## src/rtl/ccff_chain_loader.sv

```systemverilog
// Bitstream loader for one tile-column ccff chain: word handshake in, serial head/shift strobe out.
// Optional loopback parity check of the loaded chain is enabled by defining CCFF_LOOPBACK_CHECK_EN.
module ccff_chain_loader #(
  parameter int CHAIN_LEN = 1024,
  parameter int WORD_W    = 8,
  parameter int CNT_W     = 11
) (
  input  logic              prog_clk,
  input  logic              pReset,
  input  logic              start,
  input  logic [WORD_W-1:0] word_in,
  input  logic              word_valid,
  output logic              word_ready,
  output logic              ccff_head,
  output logic              ccff_shift,
  input  logic              ccff_tail,
  output logic              config_enable,
  output logic              busy,
  output logic              done,
  output logic              chk_fail
);

  localparam int                HCNT_W   = $clog2(WORD_W + 1);
  localparam logic [CNT_W-1:0]  LAST_BIT = CNT_W'(CHAIN_LEN - 1);
  localparam logic [HCNT_W-1:0] HFULL    = HCNT_W'(WORD_W);

  typedef enum logic [1:0] {S_IDLE, S_LOAD, S_CHECK, S_DONE} state_t;

  state_t            state_q, state_d;
  logic [WORD_W-1:0] hreg_q, hreg_d;
  logic [HCNT_W-1:0] hcnt_q, hcnt_d;
  logic [CNT_W-1:0]  bit_cnt_q, bit_cnt_d;
  logic              xfer;
  logic              last_shift;

`ifdef CCFF_LOOPBACK_CHECK_EN
  logic par_in_q, par_in_d;
  logic par_out_q, par_out_d;
  logic chk_fail_q, chk_fail_d;
`endif

  always_ff @(posedge prog_clk or posedge pReset) begin
    if (pReset) begin
      state_q   <= S_IDLE;
      hreg_q    <= '0;
      hcnt_q    <= '0;
      bit_cnt_q <= '0;
`ifdef CCFF_LOOPBACK_CHECK_EN
      par_in_q   <= 1'b0;
      par_out_q  <= 1'b0;
      chk_fail_q <= 1'b0;
`endif
    end else begin
      state_q   <= state_d;
      hreg_q    <= hreg_d;
      hcnt_q    <= hcnt_d;
      bit_cnt_q <= bit_cnt_d;
`ifdef CCFF_LOOPBACK_CHECK_EN
      par_in_q   <= par_in_d;
      par_out_q  <= par_out_d;
      chk_fail_q <= chk_fail_d;
`endif
    end
  end

  always_comb begin
    state_d    = state_q;
    hreg_d     = hreg_q;
    hcnt_d     = hcnt_q;
    bit_cnt_d  = bit_cnt_q;
    word_ready = 1'b0;
    ccff_head  = 1'b0;
    ccff_shift = 1'b0;
    xfer       = 1'b0;
    last_shift = 1'b0;
`ifdef CCFF_LOOPBACK_CHECK_EN
    par_in_d   = par_in_q;
    par_out_d  = par_out_q;
    chk_fail_d = chk_fail_q;
`endif
    case (state_q)
      S_IDLE: begin
        if (start) begin
          state_d   = S_LOAD;
          hreg_d    = '0;
          hcnt_d    = '0;
          bit_cnt_d = '0;
`ifdef CCFF_LOOPBACK_CHECK_EN
          par_in_d   = 1'b0;
          par_out_d  = 1'b0;
          chk_fail_d = 1'b0;
`endif
        end
      end
      S_LOAD: begin
        // Refill while the last held bit is going out, unless that bit ends the chain.
        word_ready = (hcnt_q == '0) ||
                     ((hcnt_q == HCNT_W'(1)) && (bit_cnt_q < LAST_BIT));
        xfer = word_ready && word_valid;
        if (hcnt_q != '0) begin
          ccff_shift = 1'b1;
          ccff_head  = hreg_q[WORD_W-1];
          hreg_d     = hreg_q << 1;
          hcnt_d     = hcnt_q - HCNT_W'(1);
          bit_cnt_d  = bit_cnt_q + CNT_W'(1);
          last_shift = (bit_cnt_q == LAST_BIT);
`ifdef CCFF_LOOPBACK_CHECK_EN
          par_in_d = par_in_q ^ hreg_q[WORD_W-1];
`endif
        end
        if (xfer) begin
          hreg_d = word_in;
          hcnt_d = HFULL;
        end
        if (last_shift) begin
          hcnt_d = '0;
`ifdef CCFF_LOOPBACK_CHECK_EN
          // bit_cnt is reused to time the recirculation pass.
          state_d   = S_CHECK;
          bit_cnt_d = '0;
`else
          state_d = S_DONE;
`endif
        end
      end
`ifdef CCFF_LOOPBACK_CHECK_EN
      S_CHECK: begin
        ccff_head  = ccff_tail;
        ccff_shift = 1'b1;
        par_out_d  = par_out_q ^ ccff_tail;
        bit_cnt_d  = bit_cnt_q + CNT_W'(1);
        if (bit_cnt_q == LAST_BIT) begin
          state_d    = S_DONE;
          chk_fail_d = par_in_q ^ par_out_d;
        end
      end
`endif
      S_DONE:  state_d = S_IDLE;
      default: state_d = S_IDLE;
    endcase
  end

  assign config_enable = (state_q == S_LOAD) || (state_q == S_CHECK);
  assign busy          = config_enable;
  assign done          = (state_q == S_DONE);

`ifdef CCFF_LOOPBACK_CHECK_EN
  assign chk_fail = chk_fail_q;
`else
  logic unused_tail;
  assign unused_tail = ccff_tail;
  assign chk_fail    = 1'b0;
`endif

endmodule

```

## config.mk

```make
export PLATFORM = sky130hd
export DESIGN_NAME = ccff_chain_loader
export DESIGN_NICKNAME = d
export VERILOG_FILES = /design/src/rtl/ccff_chain_loader.sv
export SDC_FILE = /design/constraint.sdc
export NUM_CORES = 1
export LEC_CHECK = 0
export CAP_MARGIN = 20
export CORE_UTILIZATION = 40
export DETAILED_ROUTE_END_ITERATION = 10
export PLACE_DENSITY = 0.66
export RECOVER_POWER = 25
export SYNTH_ARGS = -nofsm -noshare
export SYNTH_HDL_FRONTEND = slang
export SYNTH_SLANG_ARGS = --single-unit
```

## constraint.sdc

```tcl
create_clock -name prog_clk -period 1.74 [get_ports prog_clk]
set_input_delay 0.261 -clock prog_clk [delete_from_list [all_inputs] [get_ports prog_clk]]
set_output_delay 0.261 -clock prog_clk [all_outputs]
set_load 0.03 [all_outputs]
```

# --- Word level (Yosys, flattened, before mapping) ---
# Cells that the tools add are included.
word_totals:
  ramBits: 0
  rom_bits: 0
  input_bits: 13
  latchBits: 0
  out_inout_bits: 7
  reg_bits: 25
  wordCells: 51
  memories: 0
classes:
  n_bitwise: 0
  n_lt_le_gt_ge: 1
  n_eq_ne: 10
  shift: 0
  mul: 0
  n_div: 0
  add_sub_neg: 2
  n_mux: 22
  reduce_logical: 12
ops:
  columns: ["op", "count"]
  rows:
  - ["$mux W8", 3]
  - ["$mux W11", 2]
  - ["$pmux W11 S2", 1]
  - ["$mux W4", 4]
  - ["$pmux W8 S2", 1]
  - ["$add A11 B1 Y11 const B", 1]
  - ["$eq A11 B10 Y1 const B", 1]
  - ["$lt A11 B10 Y1 const B", 1]
  - ["$reduce_and A3 Y1", 3]
  - ["$pmux W4 S2", 1]
  - ["$mux W1", 7]
  - ["$ne A2 B2 Y1 const B", 3]
  - ["$eq A2 B2 Y1 const B", 2]
  - ["$eq A4 B1 Y1 const B", 1]
  - ["$logic_not A4 Y1", 1]
  - ["$mux W2", 2]
  - ["$ne A4 B4 Y1 const B", 1]
  - ["$pmux W2 S2", 1]
  - ["$reduce_bool A4 Y1", 1]
  - ["$sub A4 B1 Y4 const B", 1]
  - ["$ne A3 B3 Y1 const B", 1]
  - ["$eq A2 B1 Y1 const B", 1]
  - ["$logic_and A1 B1 Y1", 2]
  - ["$logic_not A2 Y1", 1]
  - ["3 further kinds", 4]

# --- Depth between registers and ports, before layout ---
logic_depth:
  ltp_word: 7
  ltp_mapped: 8
  ltp_nobuf: 7

# --- Worst setup path after synthesis ---
# OpenSTA, ideal clock, no wires.
synth_timing:
  path_type: "register -> output"
  from: "register hcnt_q[0]"
  to: "output port word_ready"
  slack_ns: -0.332
  stages_incl_launch_ff: 6
  t_required_ns: 1.479
  t_arrival_ns: 1.811
  n_path_buf: 0
  path_cell_list: "dfrtp_1 > inv_1 > ha_1 > nor3b_4 > nor4_2 > nor3_1"
synth_between:
  elab_chain_len: 4
  elab_cells_between_ends: 5
  classes_between: "1 x eq/ne; 1 x mux; 3 x reduce/logical"
synth_lines:
  columns: ["element", "line_no", "rtl"]
  rows:
  - ["from (decl)", "31", "logic [HCNT_W-1:0] hcnt_q, hcnt_d;"]
  - ["from (signal assigned)", "56", "hcnt_q <= hcnt_d;"]
  - ["$eq A4 B1 Y1", "98", "((hcnt_q == HCNT_W'(1)) && (bit_cnt_q < LAST_BIT));"]
  - ["$logic_and A1 B1 Y1", "98", null]
  - ["$logic_or A1 B1 Y1 (*)", "97", "word_ready = (hcnt_q == '0) ||"]
  - ["$mux W1 (*)", "81", "case (state_q)"]
  - ["to (decl)", "13", "output logic word_ready,"]
# Every way passes the cells marked *; elsewhere a longest branch is shown, timed or not.

# --- Worst setup path in the final report ---
layout_timing:
  from: "register hcnt_q[1]"
  to: "output port word_ready"
# The elaborated chain is that of the path after synthesis.

==> impl_metrics.json <==
{
  "status": "finished with violations",
  "violations": "setup timing",
  "period_needed_ps": 2031,
  "ys_ff_latch": 25,
  "netlist_top_cells_area": "dfrtp_1, mux2i_1, nand2_1",
  "die_w_um": 62.73,
  "grt_max_degree": 26,
  "rr_startpoint": "hcnt_q[1]",
  "worstPathArrival_ps": 1770,
  "routed_via_density": 5.236,
  "hp-start": "hreg_q[6]",
  "tritoncts": "built",
  "critPathMostFrequentCell": "buf_4",
  "grt_overflow": 0,
  "antenna_cells": 0,
  "cts_num_sinks": 25,
  "dpl.hpwl_um": 2514,
  "place_ws_ps": -315.2,
  "fp.dieH_um": 62.73,
  "r2r-end": "hcnt_q[2]",
  "powerDensity_nw_per_um2": 1678,
  "synth_top_cell_by_area": "dfrtp_1",
  "die_area_um2": 3935,
  "crit_chain": "inv_2 > ha_4 > buf_6 > nor3b_4 > nor4_4 > buf_4 > nor3_2 > buf_4",
  "async_flop_share_pct": 100.0,
  "nNetsFinal": 232,
  "slew_headroom_pct": 57.33,
  "drive_gt1_share_pct": 41.98,
  "rsz0062_at_grt": "yes",
  "io_buffers": 17,
  "fin_crit_sh_pct": 116.7,
  "p_leak_nw": 0.9804,
  "area_growth_pct": 51.57,
  "placed_area_um2": 1889,
  "pin_count": 20,
  "clk_pin_slew_ps": 100,
  "max-clock-path-buffers": 2,
  "finalSetupViolCount": 28,
  "postRouteAntennaNets": 0,
  "grt_pass1_vias": 1358,
  "place_inst": 241,
  "avgSynthCellArea_um2": 9.517,
  "cts_buffers": 3,
  "synth_enable_flop_cells": 0,
  "hold_viol": 0,
  "crit_fanout": 3,
  "vias": 1351,
  "wl_per_cell_um": 15.35,
  "yosysUniqueCellTypes": 41,
  "hold_class": "flop to flop",
  "drv_cap": 0,
  "max_freq_mhz": 492.4,
  "num_rows": 21,
  "min_to": "hreg_q[6]",
  "dr.pass1.iters": 4,
  "fillCellCount": 265,
  "hold_ws_ps": 499.5,
  "startpoint_type": "flop",
  "initial_core_util_pct": 42.86,
  "grt_pass1_wl_um": 6175,
  "setup-tns-final_ps": -4798,
  "cp-end-kind": "output port",
  "clockRootBuffer": "clkbuf_8",
  "yosysSeqAreaShare_pct": 42.41,
  "synthesis.instances": 155,
  "tightestPinTransition_ps": 640.0,
  "synth_nets": 174,
  "core_um2": 3442,
  "power_mw": 3.752,
  "synthFlopType": "dfrtp_1",
  "final_cell_area_um2": 2236,
  "critical-path-slowest-cell": "dfrtp_1",
  "cts_max_level": 1,
  "gr-usage-all-layers_pct": 20.11,
  "post-route-drc-count": 0,
  "max_stage_delay_ps": 400,
  "synth_top_area_share_pct": 42.41,
  "min_path_cells": 2,
  "synth_warnings": 0,
  "r2r.worst_path.cells": 10,
  "rrSetupSlack_ps": -260,
  "critPathKind": "flop to output port",
  "routed_wl_um": 3961,
  "worst_slack_ps": -291.0,
  "clock_skew_ps": 8.563,
  "postLayoutCoreUtil_pct": 64.96,
  "netlist_area_um2": 1475,
  "peakVddDrop_uv": 571.3,
  "stdcell_count": 258,
  "insertion_delay_ps": 280,
  "antenna_found_initial": 0,
  "place.gp.congestion": 0.7989,
  "finalMaxSlewViolations": 0,
  "worstPathRequired_ps": 1480,
  "drt_iter0_markers": 47
}
[logic make-up (layout without fill, tap and decap cells)]
| kind of cell | count (synthesis) | after routing | synth area share (%) |
|---|---|---|---|
| simple gates | 65 | 65 | 23.92 |
| compound gates | 27 | 27 | 11.79 |
| other cells | 1 | 1 | 0.2542 |
| flops | 25 | 25 | 42.41 |
| xor+xnor | 8 | 8 | 4.750 |
| mux | 10 | 10 | 6.870 |
| fa+ha+maj | 6 | 6 | 5.089 |
| buf+inv | 13 | 70 | 4.919 |
[area by class of cell]
| class | instances | area (µm²) | area share [%] |
|---|---|---|---|
| well taps | 46 | 57.56 | 2.574 |
| multi-input cells | 117 | 953.4 | 42.64 |
| flip-flops and latches | 25 | 625.6 | 27.98 |
| clock buffers | 3 | 41.29 | 1.847 |
| repair buffers | 59 | 524.3 | 23.45 |
| inverters | 7 | 26.28 | 1.175 |
| clock inverters | 1 | 7.507 | 0.3358 |
[cell usage after synthesis (2+ instances only)]
| cell | instances |
|---|---|
| and3_1 | 2 |
| dfrtp_1 | 25 |
| xor2_1 | 6 |
| nor2b_1 | 2 |
| nand2_1 | 21 |
| inv_1 | 7 |
| a21oi_1 | 4 |
| ha_1 | 6 |
| buf_6 | 2 |
| buf_4 | 2 |
| mux2i_1 | 9 |
| nor2_1 | 13 |
| o21ai_0 | 13 |
| nand4_1 | 5 |
| nor4_1 | 2 |
| xnor2_1 | 2 |
| nor3_1 | 4 |
| nand3_1 | 5 |
| o21ai_1 | 3 |
[where the power goes]
group	internal (mW)	switching, mW	leakage [nW]	total [mW]
logic	1.28	1.27	0.620	2.55
registers	0.729	0.117	0.339	0.846
clock network	0.163	0.195	0.0217	0.358
[registers in the layout (all words and copies together) (netlist names)]
| signal | cells |
|---|---|
| state_q | 2 |
| hcnt_q | 4 |
| hreg_q | 8 |
| bit_cnt_q | 11 |
[layer usage]
layer	share of wire, %	track usage, %
met1	42	24.94
met2	54	35.05
met3	1.9	2.920
met4	2.0	7.558
met5	0	0
[what timing repair did]
item | CTS | global route
pin swaps | 10 | 27
hold buffers | 0 | 0
setup buffers | 5 | 9
gates resized for setup | 35 | 44
cloned | 1 | 0
setup endpoints to repair | 26 | 30
[how the worst max path moves through the flow]
stage                   start    endpoint  slack [ps]  depth (start not counted)
floorplan           hcnt_q[0]   hcnt_q[2]        -160                          7
global placement    hcnt_q[1]   ccff_head        -260                          5
detailed placement  hcnt_q[1]   ccff_head        -320                          5
CTS                 hcnt_q[1]  word_ready        -280                          8
global route        hcnt_q[1]  word_ready        -370                          8
finish              hcnt_q[1]  word_ready        -290                          8
[placed cells by master (no fill, tap or decap), drive strengths merged, types with 2 or more instances in the layout]
cell           Yosys  routed
nand3              5       5
inv                7       7
nor2              14      14
clkdlybuf4s50      0      10
ha                 6       6
nor2b              2       2
buf                5      44
a21oi              4       4
nor3               5       5
and3               2       2
nand4              5       5
o21ai             16      16
nor4               3       3
nand2             21      21
clkbuf             1       6
mux2i              9       9
xnor2              2       2
xor2               6       6
dfrtp             25      25
[worst max-delay path, delay by kind of cell (launching register included)]
kind                     cells  cell delay, ps
flip-flops                   1             400
AND/OR/NAND/NOR              3             440
buffers and inverters        4             500
adder cells (fa/ha/maj)      1             150
No activity file was read; power rests on OpenSTA's default activity.
